## src/rtl/canvas_writer.sv

```systemverilog
// Pen-stamp and full-screen-clear writer for port A of the 320x240 RGB444 frame buffer.
// Every output is registered; mem_addr/mem_din hold their last value whenever mem_we is low.
module canvas_writer #(
  parameter int unsigned WIDTH    = 320,
  parameter int unsigned HEIGHT   = 240,
  parameter int unsigned BRUSH    = 3,
  parameter logic [11:0] BG_COLOR = 12'hFFF
) (
  input  logic        clk,
  input  logic        rst,
  input  logic        pen_valid,
  output logic        pen_ready,
  input  logic [8:0]  pen_x,
  input  logic [7:0]  pen_y,
  input  logic [11:0] pen_color,
  input  logic        clear_req,
  output logic        busy,
  output logic        mem_we,
  output logic [16:0] mem_addr,
  output logic [11:0] mem_din
);

  localparam logic [2:0]  HALF  = 3'(BRUSH / 2);
  localparam logic [2:0]  BLAST = 3'(BRUSH - 1);
  localparam logic [5:0]  NPOS  = 6'(BRUSH * BRUSH);
  localparam logic [10:0] W11   = 11'(WIDTH);
  localparam logic [10:0] H11   = 11'(HEIGHT);
  localparam logic [16:0] W17   = 17'(WIDTH);
  localparam logic [16:0] CLR_N = 17'(WIDTH * HEIGHT);

  typedef enum logic [1:0] {
    S_IDLE,
    S_STAMP,
    S_CLEAR
  } state_t;

  state_t      r_state;
  logic        r_clear_pending;
  logic [8:0]  r_x;
  logic [7:0]  r_y;
  logic [11:0] r_color;
  logic [2:0]  r_dx;
  logic [2:0]  r_dy;
  logic [5:0]  r_cnt;
  logic [16:0] r_caddr;

  logic        w_go_clear;
  logic        w_accept;
  logic        w_stamp_done;
  logic        w_clear_done;
  logic        w_start_clear;
  logic        w_emit_stamp;
  logic        w_clear_step;
  logic [8:0]  w_bx;
  logic [7:0]  w_by;
  logic [11:0] w_bc;
  logic [2:0]  w_ix;
  logic [2:0]  w_iy;
  logic [2:0]  w_nx;
  logic [2:0]  w_ny;
  logic [10:0] w_px;
  logic [10:0] w_py;
  logic        w_hit;
  logic [16:0] w_addr;

  // The first stamp position is emitted on the accepting edge straight from the
  // pen inputs, so the position datapath selects between live and latched values.
  always_comb begin
    w_go_clear    = clear_req || r_clear_pending;
    w_accept      = (r_state == S_IDLE) && !w_go_clear && pen_valid && pen_ready;
    w_stamp_done  = (r_cnt == NPOS);
    w_clear_done  = (r_caddr == CLR_N);
    w_start_clear = w_go_clear &&
                    ((r_state == S_IDLE) || ((r_state == S_STAMP) && w_stamp_done));
    w_emit_stamp  = w_accept || ((r_state == S_STAMP) && !w_stamp_done);
    w_clear_step  = (r_state == S_CLEAR) && !w_clear_done;

    w_bx = w_accept ? pen_x     : r_x;
    w_by = w_accept ? pen_y     : r_y;
    w_bc = w_accept ? pen_color : r_color;
    w_ix = w_accept ? '0        : r_dx;
    w_iy = w_accept ? '0        : r_dy;

    // 11-bit two's complement: bit 10 set means the offset went left of / above the canvas
    w_px   = {2'b00, w_bx} + {8'd0, w_ix} - {8'd0, HALF};
    w_py   = {3'b000, w_by} + {8'd0, w_iy} - {8'd0, HALF};
    w_hit  = !w_px[10] && (w_px < W11) && !w_py[10] && (w_py < H11);
    w_addr = ({9'd0, w_py[7:0]} * W17) + {8'd0, w_px[8:0]};

    if (w_ix == BLAST) begin
      w_nx = '0;
      w_ny = w_iy + 3'd1;
    end else begin
      w_nx = w_ix + 3'd1;
      w_ny = w_iy;
    end
  end

  always_ff @(posedge clk or negedge rst) begin
    if (!rst) begin
      r_state         <= S_IDLE;
      r_clear_pending <= 1'b0;
      r_x             <= '0;
      r_y             <= '0;
      r_color         <= '0;
      r_dx            <= '0;
      r_dy            <= '0;
      r_cnt           <= '0;
      r_caddr         <= '0;
      pen_ready       <= 1'b0;
      busy            <= 1'b0;
      mem_we          <= 1'b0;
      mem_addr        <= '0;
      mem_din         <= '0;
    end else begin
      if ((r_state == S_STAMP) && clear_req) begin
        r_clear_pending <= 1'b1;
      end

      if (w_start_clear) begin
        // Overrides the pending flag set above when the request lands on the last stamp cycle.
        r_state         <= S_CLEAR;
        r_clear_pending <= 1'b0;
        r_caddr         <= 17'd1;
        mem_we          <= 1'b1;
        mem_addr        <= '0;
        mem_din         <= BG_COLOR;
        busy            <= 1'b1;
        pen_ready       <= 1'b0;
      end else if (w_emit_stamp) begin
        if (w_accept) begin
          r_x     <= pen_x;
          r_y     <= pen_y;
          r_color <= pen_color;
          r_cnt   <= 6'd1;
        end else begin
          r_cnt <= r_cnt + 6'd1;
        end
        r_state   <= S_STAMP;
        r_dx      <= w_nx;
        r_dy      <= w_ny;
        mem_we    <= w_hit;
        if (w_hit) begin
          mem_addr <= w_addr;
          mem_din  <= w_bc;
        end
        busy      <= 1'b1;
        pen_ready <= 1'b0;
      end else if (w_clear_step) begin
        mem_we   <= 1'b1;
        mem_addr <= r_caddr;
        r_caddr  <= r_caddr + 17'd1;
      end else begin
        r_state   <= S_IDLE;
        mem_we    <= 1'b0;
        busy      <= 1'b0;
        pen_ready <= 1'b1;
      end
    end
  end

endmodule

```

## config.mk

```make
export PLATFORM = sky130hd
export DESIGN_NAME = canvas_writer
export DESIGN_NICKNAME = d
export VERILOG_FILES = /design/src/rtl/canvas_writer.sv
export SDC_FILE = /design/constraint.sdc
export NUM_CORES = 1
export LEC_CHECK = 0
export ABC_AREA = 0
export BUFFER_PORTS_ARGS = -buffer_cell sky130_fd_sc_hd__buf_2
export CORE_UTILIZATION = 43
export CTS_BUF_LIST = sky130_fd_sc_hd__clkbuf_16
export CTS_CLUSTER_DIAMETER = 150
export DETAILED_ROUTE_END_ITERATION = 16
export GPL_ROUTABILITY_DRIVEN = 1
export SLEW_MARGIN = 20
export SYNTH_ARGS = -nofsm -noshare
export SYNTH_HDL_FRONTEND = slang
export SYNTH_SLANG_ARGS = --single-unit
```

## constraint.sdc

```tcl
create_clock -name clk -period 7.3 [get_ports clk]
set_clock_uncertainty 0.05 [all_clocks]
set_input_delay 0.73 -clock clk [delete_from_list [all_inputs] [get_ports clk]]
set_output_delay 0.73 -clock clk [all_outputs]
set_load 0.05 [all_outputs]
```

==> summary.md, run 1 <==
| Metric | Value |
|---|---|
| N_diodes | `0` |
| Detailed Route WL | `14,370 um` |
| CTS tree | `done` |
| Final Hold Violating Endpoints | `0` |
| Leak pwr | `3.391 nW` |
| Max VDD drop | `0.00009003 V` |
| Max-cap violations | `0` |
| Synth Register Bits | `93` |
| Delay-heaviest family, CP | `simple AND/OR/NAND/NOR gates` |
| Detail Route Antenna Nets | `0` |
| Post_cts resized | `0` |
| Dpl cell area | `6469 um^2` |
| Synthesis-to-finish area growth | `13.04%` |
| Initial antenna violation count | `0` |
| Grt total ovfl | `0` |
| Worst Tran Pin Value | `0.7921 ns` |
| Post CTS Setup Buffer Count | `0` |
| Number of synthesized flops with an enable pin | `0` |
| Syn_nets | `761` |
| Fin crit period | `5.720 ns` |
| Post-synth top cells | `127 x nand2_1, 93 x dfrtp_1, 59 x inv_1` |
| # H-tree levels | `3` |
| Global-route wire length before repair | `23,850 um` |
| Final setup TNS | `0 ns` |
| IO Count | `65` |
| WP buf/inv | `4` |
| Largest net degree at the start of global routing | `62` |
| Sink Count | `93` |
| Crit Path Class | `in2reg` |
| Mapped Cells | `681` |
| Status | `finished clean` |
| Vias in the first global route | `4,795` |
| Fin nets | `815` |
| Share of cells above drive strength 1 | `15.41%` |
| Worst-Skew Late Latency | `0.35 ns` |
| CP max FO | `13` |
| CP cell instances | `buf_2, nor4_2, nand3_1, nand2_1, nand2_1, inv_1, ha_1, inv_1, ha_1, fa_1, a211oi_1, nor2_1, or2_2, inv_1, ha_1, ha_1, and2_1, a2111oi_0, a311oi_1, nor4b_1, xnor3_1, o21ai_0, mux2_4` |
| Max incr delay on CP | `0.49 ns` |
| Final cell count without fillers | `916` |
| Fin util | `50.48%` |
| I/O Buffers | `64` |
| Final period util | `78.35%` |
| # setup viols final | `0` |
| DRC viols | `0` |
| CP most frequent cell | `ha_1` |
| Type of destination of the critical path | `register` |
| Via-per-instance ratio | `5.430` |
| Core Region | `13,450 um^2` |
| Clock tree buffer depth | `2` |
| Routability-driven placement congestion ratio | `0.8333` |
| DIE AREA | `14,450 um^2` |
| Register area | `2327 um^2` |
| Post-synth top area cell | `dfrtp_1` |
| Final Power | `1.054 mW` |
| Mapped cell area | `6008 um^2` |
| Top cells by area, synth | `dfrtp_1 39%, ha_1 9.0%, nand2_1 7.9%, o21ai_0 4.2%, inv_1 3.7%` |
| Root buffer cell | `clkbuf_16` |
| RSZ-0062 raised after global routing | `false` |
| PwrDens | `155.2 nW/um^2` |
| Slew Viols, Final | `0` |
| Fillers | `1,318` |
| DIE WIDTH | `120.2 um` |
| Commonest register cell after synthesis | `dfrtp_1` |
| Hold_buf cts | `0` |
| Synth top area share | `38.73%` |
| Placed Instances | `900` |
| Data arrival, critical path | `5.96 ns` |
| Num rows | `42` |
| Total Routing Usage GR | `20.95%` |
| Vias | `4,974` |
| Final setup margin | `1.580 ns` |
| Ys Warns | `0` |
| Crit-path slowest cell | `nand3_1` |
| Synth async-reset ratio | `100.0%` |
| Die Ht | `120.2 um` |
| Hold Path Class | `in2async` |
| Num CTS Buffers | `9` |
| Pre-antenna DRT Iters | `5` |
| Final Cell Area | `6792 um^2` |
| Multi-input logic area | `3332 um^2` |
| WL per Instance | `15.69 um` |
| Sequential cell area fraction in the yosys report | `38.73%` |
| Critical path launch point type | `input pin` |
| Initial DRC count | `366` |
| Rel. slew slack | `47.19%` |
| Syn Area/Cell | `8.823 um^2` |
| Place WS | `1.197 ns` |
| Count leader, synth | `nand2_1` |
| Req. time, crit path | `7.54 ns` |
| Final hold slack | `0.2670 ns` |
| Netlist cell types | `66` |
| Clock-pin slew on the worst setup and hold paths | `0.07 ns` |
| Starting density of the core | `44.66%` |
| DP Wirelength | `10,770 um` |
| F_max | `174.8 MHz` |
[sequential cells by signal, summed over array words and instances, names as in the netlist]
register / count
r_state: 2
busy: 1
r_dy: 3
mem_we: 1
mem_din: 12
r_cnt: 6
r_dx: 3
r_caddr: 17
r_y: 8
pen_ready: 1
r_x: 9
mem_addr: 17
r_color: 12
r_clear_pending: 1
[where the power goes]
part,switching [mW],internal (mW)
registers,0,0.515
clock network,0.216,0.303
logic,0.0132,0.00670
total,0.230,0.824
[placed cells by master (no fill, tap or decap), types with 5 or more instances in the layout]
master	count
nor3_1	9
xnor2_1	14
buf_4	7
dfrtp_1	93
xor2_1	14
a21o_1	11
ha_1	43
o21ai_0	51
clkbuf_16	9
nor2_1	29
nand2_1	127
mux2_4	8
o31ai_1	7
a21oi_1	20
a31oi_1	5
mux2_2	6
o21a_1	8
nor4b_1	5
and3_1	7
and2_1	6
nand3_1	41
nand4_1	8
buf_2	63
nor2b_1	10
inv_1	59
[final timing paths]
kind                            startpoint           end  slack (ns)  cells past startpoint
setup / recovery                 clear_req  mem_addr[15]        1.58                     23
min in group clk                    r_y[5]        r_y[5]        0.42                      2
max in group asynchronous              rst        r_x[2]        5.78                      2
hold reg to reg                     r_y[5]        r_y[5]        0.42                      2
setup reg to reg           r_clear_pending  mem_addr[15]        1.64                     22
hold / removal                         rst    r_caddr[8]        0.27                      1
[worst reg2reg max path, delay by kind of cell (launching register included)]
| kind | cells | cell delay, ns |
|---|---|---|
| and+or+nand+nor | 8 | 2.06 |
| adders and majority gates | 5 | 1.34 |
| AOI/OAI and AO/OA | 4 | 1.13 |
| DFF | 1 | 0.41 |
| xor gates and xnor gates | 1 | 0.27 |
| buffers and inverters | 3 | 0.17 |
| muxes | 1 | 0.17 |
[kinds of logic after synthesis]
| group | share of synthesized area, % |
|---|---|
| AO/OA/AOI/OAI | 16.41 |
| XOR/XNOR | 4.457 |
| adder cells (fa/ha/maj) | 10.29 |
| buffers and inverters | 5.810 |
| flip-flops | 38.73 |
| multiplexers | 3.832 |
| AND/OR/NAND/NOR | 20.47 |
[layout make-up]
| class | count | share of cell area (%) |
|---|---|---|
| Clock buffer | 9 | 3.316 |
| Timing Repair Buffer | 70 | 5.416 |
| Multi-Input combinational cell | 502 | 49.06 |
| Inverter | 59 | 3.261 |
| Sequential cell | 93 | 34.27 |
| Clock inverter | 7 | 1.437 |
| Tap cell | 176 | 3.242 |
[layer usage]
metal	GRT usage, %	up-vias	part of all wire (%)
li1	-	2471	-
met1	29.73	2390	50
met2	32.11	101	45
met3	4.292	12	4.1
met4	6.172	0	1.2
met5	0	-	0
No activity file was read; power rests on OpenSTA's default activity.
==> run 2: changes to the inputs <==
==> constraint.sdc (replaced) <==
create_clock -name clk -period 5.9 [get_ports clk]
set_clock_uncertainty 0.05 [all_clocks]
set_input_delay 0.59 -clock clk [delete_from_list [all_inputs] [get_ports clk]]
set_output_delay 0.59 -clock clk [all_outputs]
set_load 0.05 [all_outputs]
==> summary.md, run 2 (same netlist as run 1, synthesis figures left out) <==
| Metric | Value |
|---|---|
| Status | `finished clean` |
| Post CTS Setup Buffer Count | `0` |
| DP Wirelength | `10,890 um` |
| Vias | `5,017` |
| Top Registers | `mem_addr x17, r_caddr x17` |
| IO Count | `65` |
| WL per Instance | `15.96 um` |
| CTS tree | `done` |
| Flop pwr share | `52.5%` |
| Data arrival, critical path | `5.55 ns` |
| Reg2reg setup slack | `0.50 ns` |
| Global-route wire length before repair | `24,430 um` |
| Type of destination of the critical path | `register` |
| Initial antenna violation count | `0` |
| F_max | `185.3 MHz` |
| Sink Count | `93` |
| Fin crit period | `5.395 ns` |
| Pre-antenna DRT Iters | `4` |
| CP max FO | `10` |
| Die Ht | `120.2 um` |
| Final Hold Violating Endpoints | `0` |
| # H-tree levels | `3` |
| Root buffer cell | `clkbuf_16` |
| Max-cap violations | `0` |
| Starting density of the core | `44.66%` |
| Max VDD drop | `0.0001094 V` |
| Worst r2r dst | `mem_addr[16]` |
| Share of cells above drive strength 1 | `15.52%` |
| Clock share of power | `45.5%` |
| Hold Path Class | `in2async` |
| Fin nets | `816` |
| Slew Viols, Final | `0` |
| DIE AREA | `14,450 um^2` |
| P_sw | `281.2 uW` |
| Rel. slew slack | `44.76%` |
| Num CTS Buffers | `9` |
| Register area | `2327 um^2` |
| DIE WIDTH | `120.2 um` |
| Placed Instances | `901` |
| Num rows | `42` |
| Largest net degree at the start of global routing | `66` |
| RSZ-0062 raised after global routing | `false` |
| # setup viols final | `0` |
| Detail Route Antenna Nets | `0` |
| Fillers | `1,327` |
| Fin util | `50.20%` |
| Final hold slack | `0.09833 ns` |
| Final cell count without fillers | `917` |
| Final setup TNS | `0 ns` |
| Core Region | `13,450 um^2` |
| Clock-pin slew on the worst setup and hold paths | `0.07 ns` |
| Vias in the first global route | `4,896` |
| R2R cell count | `21` |
| Grt total ovfl | `0` |
| Post_cts resized | `0` |
| Crit Path Class | `reg2reg` |
| Switching part of the total | `23.15%` |
| Synthesis-to-finish area growth | `12.39%` |
| PwrDens | `179.9 nW/um^2` |
| Internal power | `933.4 uW` |
| Critical path launch point type | `register` |
| Req. time, crit path | `6.06 ns` |
| Routability-driven placement congestion ratio | `0.9099` |
| Worst-Skew Late Latency | `0.36 ns` |
| N_diodes | `0` |
| Most common cell after layout, fill and taps aside | `nand2_1` |
| I/O Buffers | `64` |
| Logic pwr share | `2.1%` |
| Worst Tran Pin Value | `0.8285 ns` |
| Clock tree buffer depth | `2` |
| Total Routing Usage GR | `21.35%` |
| DRC viols | `0` |
| Via-per-instance ratio | `5.471` |
| Final period util | `91.45%` |
| Leak pwr | `3.366 nW` |
| Multi-input logic area | `3332 um^2` |
| Initial DRC count | `347` |
| Hold_buf cts | `0` |
| Worst flop-to-flop path startpoint | `r_clear_pending` |
| Commonest cells after routing, fill and taps aside | `127 x nand2_1, 93 x dfrtp_1, 63 x buf_2` |
| Detailed Route WL | `14,630 um` |
==> run 2: worst max-delay path by stage <==
stage / startpoint / to / slack (ns) / cells after the start
after floorplan: clear_req / mem_addr[15] / 0.50 / 24
after global placement: clear_req / mem_addr[15] / 0.38 / 23
after detailed placement: clear_req / mem_addr[14] / 0.30 / 25
after CTS: r_clear_pending / mem_addr[16] / 0.53 / 22
after global routing: r_clear_pending / mem_addr[14] / 0.15 / 24
final: r_clear_pending / mem_addr[16] / 0.50 / 21
==> run 2: power by group through the flow <==
stage / combinational (mW) / sequential, mW / clock (mW)
6_report: 0.0253 / 0.637 / 0.552
5_1_grt: 0.0289 / 0.637 / 0.592
4_1_cts: 0.0266 / 0.637 / 0.564
3_5_place_dp: 0.0265 / 0.649 / 0
3_3_place_gp: 0.0265 / 0.649 / 0
2_1_floorplan: 0.000319 / 0.650 / 0
==> run 2: final cells by class <==
type,instances,share of cell area (%)
Tap cell,176,3.261
Multi-Input combinational cell,502,49.34
Timing Repair Buffer,71,5.559
Clock buffer,9,3.335
Clock inverter,7,0.7597
Sequential cell,93,34.46
Inverter,59,3.280
==> run 2: routing by layer <==
layer  wire (um)  global-route usage (%)  vias up
li1            -                       -     2462
met1        7186                   31.19     2427
met2        6584                   31.43      106
met3         552                   3.632       22
met4         308                   7.969        0
met5           0                       0        -
==> run 2: worst max-delay path: stages, from the launching register on <==
cell,delay [ns]
dfrtp_1,0.41
nor4_2,0.35
nand3_1,0.23
buf_4,0.24
nand2_1,0.09
ha_1,0.14
inv_1,0.04
ha_1,0.20
fa_1,0.42
a211oi_1,0.31
nor2_1,0.13
or2_2,0.32
inv_1,0.06
ha_1,0.23
ha_1,0.34
nor2b_1,0.16
o31a_1,0.26
o21a_1,0.21
o21ai_0,0.23
a211oi_1,0.12
a2111oi_0,0.56
a31oi_1,0.15
==> run 2: stage by stage <==
step	total power [mW]	setup slack, ns	cell area (um^2)
floorplan	0.6500	0.4957	6008
global placement	0.6759	0.3840	6476
detailed placement	0.6760	0.3028	6476
CTS	1.228	0.5255	6753
global route	1.257	0.1531	6753
finish	1.215	0.5045	6753
==> run 3: changes to the inputs <==
--- a/config.mk
+++ b/config.mk
@@ -7,11 +7,14 @@
 export LEC_CHECK = 0
 export ABC_AREA = 0
 export BUFFER_PORTS_ARGS = -buffer_cell sky130_fd_sc_hd__buf_2
-export CORE_UTILIZATION = 43
+export CELL_PAD_IN_SITES_DETAIL_PLACEMENT = 1
+export CELL_PAD_IN_SITES_GLOBAL_PLACEMENT = 2
+export CORE_UTILIZATION = 37
 export CTS_BUF_LIST = sky130_fd_sc_hd__clkbuf_16
 export CTS_CLUSTER_DIAMETER = 150
 export DETAILED_ROUTE_END_ITERATION = 16
 export GPL_ROUTABILITY_DRIVEN = 1
+export PLACE_DENSITY_LB_ADDON = 0.1
 export SLEW_MARGIN = 20
 export SYNTH_ARGS = -nofsm -noshare
 export SYNTH_HDL_FRONTEND = slang
==> summary.md, run 3 (same netlist as run 1, synthesis figures left out) <==
| Metric | Value |
|---|---|
| Fin crit period | `5.433 ns` |
| Data arrival, critical path | `5.59 ns` |
| Placed Instances | `943` |
| Detailed Route WL | `17,300 um` |
| RSZ-0062 raised after global routing | `false` |
| Logic pwr share | `1.9%` |
| Worst Tran Pin Value | `0.9232 ns` |
| Hold Path Class | `in2async` |
| Num rows | `46` |
| Critical path launch point type | `register` |
| Clock-pin slew on the worst setup and hold paths | `0.07 ns` |
| Leak pwr | `3.418 nW` |
| CTS tree | `done` |
| F_max | `184.1 MHz` |
| Detail Route Antenna Nets | `0` |
| DRC viols | `0` |
| Req. time, crit path | `6.06 ns` |
| N_diodes | `0` |
| Vias in the first global route | `5,361` |
| Worst-Skew Late Latency | `0.36 ns` |
| Final Hold Violating Endpoints | `0` |
| Fin util | `43.60%` |
| DIE WIDTH | `129.4 um` |
| Setup crit end | `mem_addr[16]` |
| Fillers | `1,897` |
| Flop pwr share | `48.6%` |
| Grt total ovfl | `0` |
| R2R cell count | `22` |
| Synthesis-to-finish area growth | `15.26%` |
| Initial antenna violation count | `0` |
| Type of destination of the critical path | `register` |
| Largest net degree at the start of global routing | `69` |
| Pre-antenna DRT Iters | `4` |
| Clock share of power | `49.5%` |
| Global-route wire length before repair | `28,340 um` |
| Routability-driven placement congestion ratio | `0.7934` |
| Crit path launch | `r_clear_pending` |
| # H-tree levels | `3` |
| Clock tree buffer depth | `2` |
| Max VDD drop | `0.0001550 V` |
| WL per Instance | `18.04 um` |
| Root buffer cell | `clkbuf_16` |
| Vias | `5,103` |
| Most common cell after layout, fill and taps aside | `nand2_1` |
| P_sw | `292.2 uW` |
| Rel. slew slack | `38.45%` |
| Final period util | `92.08%` |
| Sink Count | `93` |
| # setup viols final | `0` |
| Max-cap violations | `0` |
| IO Count | `65` |
| Total Routing Usage GR | `22.05%` |
| Num CTS Buffers | `9` |
| Crit Path Class | `reg2reg` |
| Post CTS Setup Buffer Count | `0` |
| DP Wirelength | `12,990 um` |
| Top Registers | `mem_addr x17, r_caddr x17` |
| Status | `finished clean` |
| Commonest cells after routing, fill and taps aside | `127 x nand2_1, 93 x dfrtp_1, 63 x buf_2` |
| Worst flop-to-flop path startpoint | `r_clear_pending` |
| Via-per-instance ratio | `5.321` |
| Die Ht | `129.4 um` |
| Switching part of the total | `22.29%` |
| Slew Viols, Final | `0` |
| Reg2reg setup slack | `0.47 ns` |
| Fin nets | `818` |
| I/O Buffers | `64` |
| Worst r2r dst | `mem_addr[16]` |
| Final cell count without fillers | `959` |
| Core Region | `15,890 um^2` |
| Initial DRC count | `269` |
| PwrDens | `189.3 nW/um^2` |
| Share of cells above drive strength 1 | `16.42%` |
| Internal power | `1.019 mW` |
| CP max FO | `24` |
| DIE AREA | `16,750 um^2` |
| Starting density of the core | `37.82%` |
[run 3: metal layers]
layer	wire length, um	part of all wire, %	global-route usage [%]
met5	0	0	0
met4	277	1.6	7.524
met1	8323	48	29.80
met2	8313	48	36.78
met3	385	2.2	2.395
[run 3: what timing repair did]
action	4_1_cts	5_1_grt
hold buffers	0	0
setup endpoints to repair	0	3
resized for setup	0	8
[run 3: worst min path at each step]
stage	from	to	slack [ns]	cells after the start
final	rst	mem_din[8]	0.08	1
after global placement	r_y[4]	r_y[4]	0.40	2
after detailed placement	r_y[3]	r_y[3]	0.41	2
after global routing	rst	mem_din[8]	0.1	1
after floorplan	rst	busy	0.24	0
after CTS	rst	mem_din[8]	0.08	1
[run 3: worst max-delay path, cell delays in order (launching register included)]
cell       delay, ns
dfrtp_1         0.43
nor4_4          0.38
and3_1          0.29
buf_12          0.19
nand2_1         0.07
nand2_1         0.07
inv_1           0.04
ha_1            0.26
inv_1           0.06
fa_1            0.49
a211oi_2        0.25
nor2_1          0.12
or2_2           0.33
inv_1           0.07
ha_1            0.23
ha_1            0.35
nor2b_1         0.16
o31a_1          0.27
o21a_1          0.21
o21ai_0         0.28
a211oi_1        0.15
a2111oi_2       0.40
a31oi_1         0.13
[run 3: final cells by class]
| class | instances | area [um^2] | area share (%) |
|---|---|---|---|
| multi-input cells | 502 | 3371 | 48.67 |
| inverters | 59 | 221.5 | 3.198 |
| clock inverters | 7 | 95.09 | 1.373 |
| clock buffers | 9 | 225.2 | 3.252 |
| well taps | 216 | 270.3 | 3.902 |
| flip-flops and latches | 93 | 2327 | 33.60 |
| repair buffers | 73 | 415.4 | 5.998 |
[run 3: power groups by stage]
stage                     combinational [mW]  clock (mW)  sequential (mW)
after floorplan                     0.000319           0            0.650
after global placement                0.0258           0            0.649
after detailed placement              0.0260           0            0.649
after CTS                             0.0263       0.667            0.637
after global routing                  0.0285       0.688            0.637
final                                 0.0249       0.649            0.637
[run 3: stage by stage]
stage	setup TNS (ns)	hold WS, ns	power, mW	area (um^2)	setup slack, ns
2_1_floorplan	0	0.2444	0.6500	6008	0.4957
3_3_place_gp	0	0.4018	0.6752	6566	0.03337
3_5_place_dp	-0.08283	0.4082	0.6755	6566	-0.08283
4_1_cts	0	0.08456	1.330	6887	0.1765
5_1_grt	0	0.09831	1.354	6925	0.02922
6_report	0	0.07821	1.311	6925	0.4670
